$ cat config.mk
export PLATFORM = sky130hd
export DESIGN_NAME = uart_rx_param
export DESIGN_NICKNAME = d
export VERILOG_FILES = /design/src/rtl/uart_rx_param_pkg.sv /design/src/rtl/uart_rx_baud_cnt.sv /design/src/rtl/uart_rx_param.sv
export SDC_FILE = /design/constraint.sdc
export NUM_CORES = 1
export LEC_CHECK = 0
export CAP_MARGIN = 25
export CORE_MARGIN = 1
export CORE_UTILIZATION = 50
export DETAILED_ROUTE_END_ITERATION = 16
export GPL_TIMING_DRIVEN = 0
export PLACE_DENSITY = 0.82
export SYNTH_ARGS = -nofsm -noshare
export SYNTH_HDL_FRONTEND = slang
export SYNTH_SLANG_ARGS = --single-unit
$ cat constraint.sdc
create_clock -name clk -period 1.8 [get_ports clk]
set_input_delay 0.18 -clock clk [delete_from_list [all_inputs] [get_ports clk]]
set_output_delay 0.18 -clock clk [all_outputs]
set_load 0.05 [all_outputs]
$ cat src/rtl/uart_rx_param_pkg.sv
// -----------------------------------------------------------------------------
// uart_rx_param_pkg
//   Shared definitions for the parametrised UART receiver.
//   - uart_rx_state_t : receiver FSM state encoding (also exported for debug)
//   - UART_BAUD_DIV_DEFAULT : clk cycles per bit for 50 MHz / 115200 baud
// -----------------------------------------------------------------------------
package uart_rx_param_pkg;

  typedef enum logic [2:0] {
    IDLE      = 3'd0,
    START     = 3'd1,
    DATA      = 3'd2,
    PARITY    = 3'd3,
    STOP      = 3'd4,
    WAIT_IDLE = 3'd5
  } uart_rx_state_t;

  localparam int UART_BAUD_DIV_DEFAULT = 434;

endpackage

$ cat src/rtl/uart_rx_baud_cnt.sv
// -----------------------------------------------------------------------------
// uart_rx_baud_cnt
//   Free-running bit-period counter with synchronous clear. Counts
//   0..BAUD_DIV-1 and wraps, so a state that stays put sees full_tick once
//   per bit period.
// Ports
//   clk        in  system clock
//   rst        in  synchronous, active-high reset
//   clr        in  restart the period at 0 on the next edge
//   half_tick  out count is at the last cycle of the first half period
//   full_tick  out count is at the last cycle of the full period
// -----------------------------------------------------------------------------
module uart_rx_baud_cnt
  import uart_rx_param_pkg::*;
#(
  parameter int BAUD_DIV = UART_BAUD_DIV_DEFAULT
) (
  input  logic clk,
  input  logic rst,
  input  logic clr,
  output logic half_tick,
  output logic full_tick
);

  localparam int CW = $clog2(BAUD_DIV);
  localparam logic [CW-1:0] HALF_LAST = CW'(BAUD_DIV / 2 - 1);
  localparam logic [CW-1:0] FULL_LAST = CW'(BAUD_DIV - 1);

  logic [CW-1:0] cnt;

  assign half_tick = (cnt == HALF_LAST);
  assign full_tick = (cnt == FULL_LAST);

  always_ff @(posedge clk) begin
    if (rst || clr) begin
      cnt <= '0;
    end else if (full_tick) begin
      cnt <= '0;
    end else begin
      cnt <= cnt + CW'(1);
    end
  end

endmodule

$ cat src/rtl/uart_rx_param.sv
// -----------------------------------------------------------------------------
// uart_rx_param
//   Parametrised UART receiver: 2-FF synchroniser, start-bit glitch rejection,
//   LSB-first shift register, optional parity check, frame/overrun reporting
//   and a valid/ready output holding register.
//   Optional feature macro: UART_RX_PARITY_EN (adds the parity bit / PARITY
//   state; when undefined parity_err is tied to 0).
// Parameters
//   DATA_W (5..16), BAUD_DIV (>=4), STOP_BITS (1 or 2), PARITY_ODD (0 even / 1 odd)
// Ports
//   clk, rst       clock, synchronous active-high reset
//   rx             asynchronous serial line, idle high
//   rx_data        received word, held until accepted
//   rx_valid       rx_data and flags valid
//   rx_ready       consumer accepts when rx_valid && rx_ready
//   frame_err      a sampled stop bit was 0 (qualified by rx_valid)
//   parity_err     parity mismatch (qualified by rx_valid)
//   overrun        >=1 frame dropped while the held word was pending
//   dbg_state      current receiver FSM state
// Handshake: rx_valid/rx_data/flags are stable from the cycle rx_valid rises
//   until the edge where rx_valid && rx_ready; rx_valid drops the next cycle
//   unless a new frame completes on that same edge, in which case the new word
//   is loaded and rx_valid stays high. The receiver never waits for rx_ready.
// -----------------------------------------------------------------------------
module uart_rx_param
  import uart_rx_param_pkg::*;
#(
  parameter int DATA_W     = 8,
  parameter int BAUD_DIV   = UART_BAUD_DIV_DEFAULT,
  parameter int STOP_BITS  = 1,
  parameter int PARITY_ODD = 0
) (
  input  logic              clk,
  input  logic              rst,
  input  logic              rx,
  output logic [DATA_W-1:0] rx_data,
  output logic              rx_valid,
  input  logic              rx_ready,
  output logic              frame_err,
  output logic              parity_err,
  output logic              overrun,
  output uart_rx_state_t    dbg_state
);

  localparam int BW = $clog2(DATA_W + 1);
  localparam logic [BW-1:0] LAST_DATA = BW'(DATA_W - 1);
  localparam logic [BW-1:0] LAST_STOP = BW'(STOP_BITS - 1);

  uart_rx_state_t    state, state_next;
  logic              rx_meta, rx_s, rx_s_d;
  logic [1:0]        sync_fill;
  logic              armed;
  logic              start_edge;
  logic              half_tick, full_tick, baud_clr;
  logic [BW-1:0]     bit_cnt;
  logic [DATA_W-1:0] shift;
  logic              ferr_acc;
  logic              done, done_ferr, accept, load;

  // Synchroniser. sync_fill marks when rx_s carries the real line rather
  // than its reset value; armed is only set once the real line is seen high,
  // so a line held low through reset cannot produce a start edge.
  always_ff @(posedge clk) begin
    if (rst) begin
      rx_meta   <= 1'b1;
      rx_s      <= 1'b1;
      rx_s_d    <= 1'b1;
      sync_fill <= 2'b00;
      armed     <= 1'b0;
    end else begin
      rx_meta   <= rx;
      rx_s      <= rx_meta;
      rx_s_d    <= rx_s;
      sync_fill <= {sync_fill[0], 1'b1};
      armed     <= armed | (sync_fill[1] & rx_s);
    end
  end

  assign start_edge = armed & rx_s_d & ~rx_s;

  uart_rx_baud_cnt #(.BAUD_DIV(BAUD_DIV)) u_baud (
    .clk       (clk),
    .rst       (rst),
    .clr       (baud_clr),
    .half_tick (half_tick),
    .full_tick (full_tick)
  );

  always_ff @(posedge clk) begin
    if (rst) state <= IDLE;
    else     state <= state_next;
  end

  always_comb begin
    state_next = state;
    done       = 1'b0;
    case (state)
      IDLE:      if (start_edge) state_next = START;
      START:     if (half_tick) state_next = rx_s ? IDLE : DATA;
      DATA: begin
        if (full_tick && bit_cnt == LAST_DATA) begin
`ifdef UART_RX_PARITY_EN
          state_next = PARITY;
`else
          state_next = STOP;
`endif
        end
      end
`ifdef UART_RX_PARITY_EN
      PARITY:    if (full_tick) state_next = STOP;
`endif
      STOP: begin
        if (full_tick && bit_cnt == LAST_STOP) begin
          done       = 1'b1;
          state_next = (ferr_acc | ~rx_s) ? WAIT_IDLE : IDLE;
        end
      end
      WAIT_IDLE: if (rx_s) state_next = IDLE;
      default:   state_next = IDLE;
    endcase
    // Every state entry starts a fresh bit period.
    baud_clr = (state_next != state);
  end

  assign dbg_state = state;

  always_ff @(posedge clk) begin
    if (rst) begin
      bit_cnt  <= '0;
      shift    <= '0;
      ferr_acc <= 1'b0;
    end else begin
      if (baud_clr) begin
        bit_cnt <= '0;
      end else if (full_tick && (state == DATA || state == STOP)) begin
        bit_cnt <= bit_cnt + BW'(1);
      end
      if (state == DATA && full_tick) begin
        shift <= {rx_s, shift[DATA_W-1:1]};
      end
      if (state == IDLE) begin
        ferr_acc <= 1'b0;
      end else if (state == STOP && full_tick && !rx_s) begin
        ferr_acc <= 1'b1;
      end
    end
  end

  assign done_ferr = ferr_acc | ~rx_s;
  assign accept    = rx_valid & rx_ready;
  // A completing frame is taken only if the holding register is free or is
  // being emptied on this very edge; otherwise it is dropped.
  assign load      = done & (~rx_valid | accept);

  always_ff @(posedge clk) begin
    if (rst) begin
      rx_data   <= '0;
      rx_valid  <= 1'b0;
      frame_err <= 1'b0;
      overrun   <= 1'b0;
    end else if (load) begin
      rx_data   <= shift;
      rx_valid  <= 1'b1;
      frame_err <= done_ferr;
      overrun   <= 1'b0;
    end else if (done) begin
      overrun   <= 1'b1;
    end else if (accept) begin
      rx_valid  <= 1'b0;
      frame_err <= 1'b0;
      overrun   <= 1'b0;
    end
  end

`ifdef UART_RX_PARITY_EN
  localparam logic PAR_ODD = (PARITY_ODD != 0);
  logic perr_acc;

  always_ff @(posedge clk) begin
    if (rst) begin
      perr_acc <= 1'b0;
    end else if (state == IDLE) begin
      perr_acc <= 1'b0;
    end else if (state == PARITY && full_tick) begin
      // Expected parity bit is XOR(data) ^ PAR_ODD; any difference is an error.
      perr_acc <= rx_s ^ (^shift) ^ PAR_ODD;
    end
  end

  always_ff @(posedge clk) begin
    if (rst)         parity_err <= 1'b0;
    else if (load)   parity_err <= perr_acc;
    else if (accept) parity_err <= 1'b0;
  end
`else
  logic unused_parity_cfg;
  assign unused_parity_cfg = ^PARITY_ODD;
  assign parity_err        = 1'b0;
`endif

endmodule

Word-level counts from Yosys, hierarchy flattened --
Index checks and enable logic that the tools add are counted.
Word-level totals: bits of input ports 4, logic and storage cells 70, bits in registers 42, output and inout bits 15
Operators by class: reduce and logical (&&, ||, !) cells 18, bitwise gates (word level) 10, multiplexer cells 16, equality and inequality tests 9, add/sub/neg operators 2
Operators with widths (count):
- 3-bit two-way mux | 6
- 3-bit case mux with 5 select lines | 1
- 9-bit by 1-bit adder with 9-bit output, second input constant | 1
- 9-bit by 8-bit == test with 1-bit output, second input constant | 1
- 9-bit == test, second input constant | 1
- 1-bit two-way mux | 8
- 2-bit OR reduction | 4
- 3-bit == test, second input constant | 2
- 1-bit logical AND | 6
- 1-bit AND | 5
- 4-bit by 1-bit adder with 4-bit output, second input constant | 1
- 4-bit by 3-bit == test with 1-bit output, second input constant | 1
- 4-bit zero test | 1
- 2-bit nonzero test | 2
- 3-bit by 1-bit == test with 1-bit output, second input constant | 1
- 3-bit by 2-bit == test with 1-bit output, second input constant | 1
- 3-bit zero test | 1
- 3-bit inequality test | 1
- 1-bit bitwise OR | 3
- 1-bit logical OR | 2
- 2-bit two-way mux | 1
- 2-bit by 1-bit inequality test with 1-bit output, second input constant | 1
- 1-bit inverter | 2
- 2-bit AND reduction | 1
- 1-bit zero test | 1

Longest topological paths before layout --
word-level depth 8, mapped depth 8, depth with buffers taken out 7

Modules after synthesis --
Synthesis repeated with hierarchy kept, for this count alone.
Second synthesis, totals: cells, all modules 192, area total of the unflattened synthesis 1830.5 um^2
By module, submodules not included:
- uart_rx_param | sequential area each 660.6 um^2, area an instance 1381.3 um^2, instances 1, cells each 143
- uart_rx_baud_cnt | sequential area each 180.2 um^2, area an instance 449.2 um^2, instances 1, cells each 49

Worst setup path after synthesis --
No wires, ideal clock.
kind reg2reg, start reg state[0] (netlist: dbg_state[0]), end reg bit_cnt[0], arrival 1937 ps, library setup time 116 ps, path buffers 0, required time 1684 ps, period minus slack after synthesis 2053 ps, path slack -253 ps, stages on the path, launching flop included 6, path through dfxtp_1 > or3b_1 > or4_4 > o311ai_2 > a21o_4 > nor3_1
Between the ends: cells in the longest elaborated chain, start to end 4, elaborated cells between the ends (all ways) 15, classes of those cells 5 x eq/ne; 6 x mux; 4 x reduce/logical
Ends and longest elaborated chain:
- start, declared | line uart_rx_param.sv:49 | uart_rx_state_t state, state_next;
- start signal, assigned | line uart_rx_param.sv:91 | else state <= state_next;
- 3-bit == test (tied with other cells) | line uart_rx_param.sv:97 | case (state)
- 3-bit case mux with 5 select lines | line uart_rx_param.sv:97
- 3-bit inequality test | line uart_rx_param.sv:122 | baud_clr = (state_next != state);
- 2-bit OR reduction (no line)
- end signal, assigned | line uart_rx_param.sv:136 | bit_cnt <= bit_cnt + BW'(1);
- end, declared | line uart_rx_param.sv:55 | logic [BW-1:0] bit_cnt;
Several ways; a longest one is shown, not always the timed one. A chain may end at the register's enable or synchronous reset.

Worst setup path in the final report --
start reg u_baud.cnt[0], end reg u_baud.cnt[3]
Between the ends: cells in the longest elaborated chain, start to end 7, elaborated cells between the ends (all ways) 12, classes of those cells 1 x add/sub; 3 x eq/ne; 4 x mux; 4 x reduce/logical
Ends and longest elaborated chain:
- start, declared | line uart_rx_baud_cnt.sv:29 | logic [CW-1:0] cnt;
- start signal, assigned | line uart_rx_baud_cnt.sv:40 | cnt <= cnt + CW'(1);
- 9-bit == test | line uart_rx_baud_cnt.sv:32 | assign full_tick = (cnt == FULL_LAST);
- 1-bit logical AND (on tied branches) | line uart_rx_param.sv:113, uart_rx_param.sv:101
- 3-bit two-way mux (on tied branches) | line uart_rx_param.sv:113, uart_rx_param.sv:101
- 3-bit case mux with 5 select lines | line uart_rx_param.sv:97
- 3-bit inequality test | line uart_rx_param.sv:122
- 1-bit logical OR | line uart_rx_baud_cnt.sv:35 | if (rst || clr) begin
- 2-bit OR reduction (no line)
Several ways; a longest one is shown, not always the timed one.

==> results.cfg <==
[die]
dieArea_um2 = 3980
num_rows = 21
die_y_um = 63.1
die_w_um = 63.1
initial_core_util_pct = 54.2
io_pins = 19
core-area_um2 = 3440

[cells_and_area]
areaGrowthSynthToFinish_pct = 32.9
final_cell_mix = dfxtp_1 (36), nor2_1 (23), buf_4 (17), mux2i_1 (17), clkdlybuf4s50_1 (17)
drive_gt1_share_pct = 30.3
fin_util_pct = 72.0
finish.instance_area_um2 = 2480
fin_cells = 280
insertedDiodeCount = 0
fillers = 241
final_common_cell = dfxtp_1
nNetsFinal = 242

[logic_synthesis]
synthArstFlopShare_pct = 0
syn_nets = 202
avgSynthCellArea_um2 = 9.67
ys_ff_latch = 42
netlist_area_um2 = 1870
ys_warn_count = 0
synth_edf_count = 0
yosys_most_used_dff = dfxtp_1
synth_cell_types = 44
syn_inst = 193
seq_area_frac_synth_pct = 45.1

[route]
viasPerCell = 5.48
drc_errors = 0
route.detailed.wl_per_inst_um = 14.8
drt_iter0_markers = 65
detail-route-antenna-nets = 0
via_count = 1533
drt_pass1_iterations = 4
wl_um = 4130

[timing]
worst_pin_slew_ps = 540
drv_slew = 0
layout_setup_ws_ps = -269
min_period_over_period_pct = 115
finClkSkew_ps = 10.7
max_freq_mhz = 483
slew_headroom_pct = 64.0
hold_viol = 0
hold-worst-slack_ps = 414
min_period_ps = 2070
rsz0062_at_grt = true
finalSetupViolCount = 33

[setup_path]
crit_type = register to register
critPathMaxStageDelay_ps = 560
critPathRequiredTime_ps = 1990
crit_path_end_kind = register
crit_chain = inv_2 -> ha_4 -> or4b_4 -> or4_4 -> o311ai_4 -> a21o_4 -> nor3_2
crit_buf_inv = 1
startpoint_type = register
crit_family = simple AND/OR/NAND/NOR gates
crit_arrival_ps = 2260
cp_slowest_cell = or4_4
crit_fanout = 7

[job]
drv_cap = 0

[grt]
grt_pass1_vias = 1423
grtUsageTotal_pct = 21.8
grt_pass1_wl_um = 6610
grt-ovfl-total = 0
grt_start_max_net_pins = 14
grt_antenna_before_repair = 0

[placement]
gp_congestion = 0.824
port_buffers = 17
dp_hpwl_um = 2440
place_area_um2 = 2110
place_inst = 256

[power_and_ir_drop]
p_sw_share_pct = 22.2
p_switching_uw = 402
combPwrFrac_pct = 6.2
vdd_drop_max_uv = 572
finalPower_uw = 1810
p_seq_share_pct = 52.7
cellInternalPower_uw = 1410
power.density_nw_per_um2 = 730
clkPwrFrac_pct = 41.1
power.leakage_uw = 0.000942

[clock_network]
worstSkewPairLatency_ps = 310
cts_root_buf = clkbuf_8
cts_tree = done
cts-buffers-inserted = 5
path_clk_slew_ps = 80
cts.htree.levels = 2
cts_sinks = 42
cts-hold-fix-buffers = 0
clk_path_buf_depth = 2

[hold_path]
hold_class = register to register

[run_status]
status = finished with violations
failed_checks = setup timing
[flip-flops by register name (all words and copies together), names as in the netlist]
| name | cells |
|---|---|
| rx_s | 1 |
| rx_data | 8 |
| overrun | 1 |
| sync_fill | 2 |
| rx_valid | 1 |
| shift | 8 |
| bit_cnt | 4 |
| rx_meta | 1 |
| dbg_state | 3 |
| armed | 1 |
| frame_err | 1 |
| rx_s_d | 1 |
| u_baud.cnt | 9 |
| ferr_acc | 1 |
[synth_stat cells (3+ instances only)]
cell | count | share of area [%]
nand3_1 | 7 | 1.9
mux2i_1 | 17 | 9.1
nor3_1 | 9 | 2.4
inv_1 | 6 | 1.2
nor2_1 | 24 | 4.8
clkbuf_1 | 4 | 0.80
nand2_1 | 12 | 2.4
dfxtp_1 | 42 | 45
nand2b_1 | 3 | 1.0
a21oi_1 | 5 | 1.3
or2_2 | 4 | 1.3
nor4_1 | 7 | 2.3
o21ai_0 | 3 | 0.80
ha_1 | 5 | 3.4
buf_4 | 3 | 1.2
xor2_1 | 6 | 2.8
xnor2_1 | 5 | 2.3
[per-stage QoR]
step / TNS [ps] / setup WS, ps
floorplan: -1460 / -151
global placement: -6560 / -297
detailed placement: -6960 / -337
CTS: -5130 / -251
global route: -8240 / -314
finish: -5530 / -269
[cell type report]
cell class / count / area (um2) / area share (%)
flip-flops and latches: 42 / 851 / 34.3
multi-input cells: 135 / 1070 / 43.4
repair buffers: 33 / 298 / 12.0
inverters: 6 / 22.5 / 0.909
clock buffers: 6 / 72.6 / 2.93
well taps: 46 / 57.6 / 2.32
plain buffers: 10 / 65.1 / 2.62
clock inverters: 2 / 37.5 / 1.51
[logic make-up (layout without fill, tap and decap cells)]
| kind of cell | after synthesis | in the layout | share of synthesized area [%] |
|---|---|---|---|
| xor+xnor | 11 | 11 | 5.16 |
| fa+ha+maj | 5 | 5 | 3.35 |
| simple gates | 82 | 82 | 24.5 |
| buf+inv | 16 | 57 | 4.36 |
| other cells | 1 | 1 | 0.201 |
| compound gates | 18 | 18 | 7.51 |
| mux | 18 | 18 | 9.86 |
| flops | 42 | 42 | 45.1 |
[final timing paths]
kind	cells past startpoint	to	slack [ps]	from
hold reg to reg	1	rx_s	410	rx_meta
setup reg to reg	7	u_baud.cnt[3]	-270	u_baud.cnt[0]
hold / removal	1	rx_s	410	rx_meta
setup / recovery	7	u_baud.cnt[3]	-270	u_baud.cnt[0]
[power by group through the flow]
stage                     clock network [uW]  registers [uW]  logic [uW]
after detailed placement                   0             975        76.3
final                                    744             953         112
after global placement                     0             974        74.7
after floorplan                            0             973        54.9
after CTS                                752             954        87.0
after global routing                     798             954         122
[per-layer routing]
layer	share of wire [%]	wire (um)	up-vias	GRT usage [%]
met5	0	0	-	0
met3	3.8	157	11	4.35
li1	-	-	751	-
met2	49	2020	49	35.2
met1	45	1880	722	26.9
met4	1.9	79	0	12.2
[repair_timing]
item	in CTS	in global routing
gates cloned	2	0
endpoints found under the setup margin	32	33
pin swaps	9	11
resized for setup	17	20
buffers inserted	9	5
No activity file was read; power rests on OpenSTA's default activity.
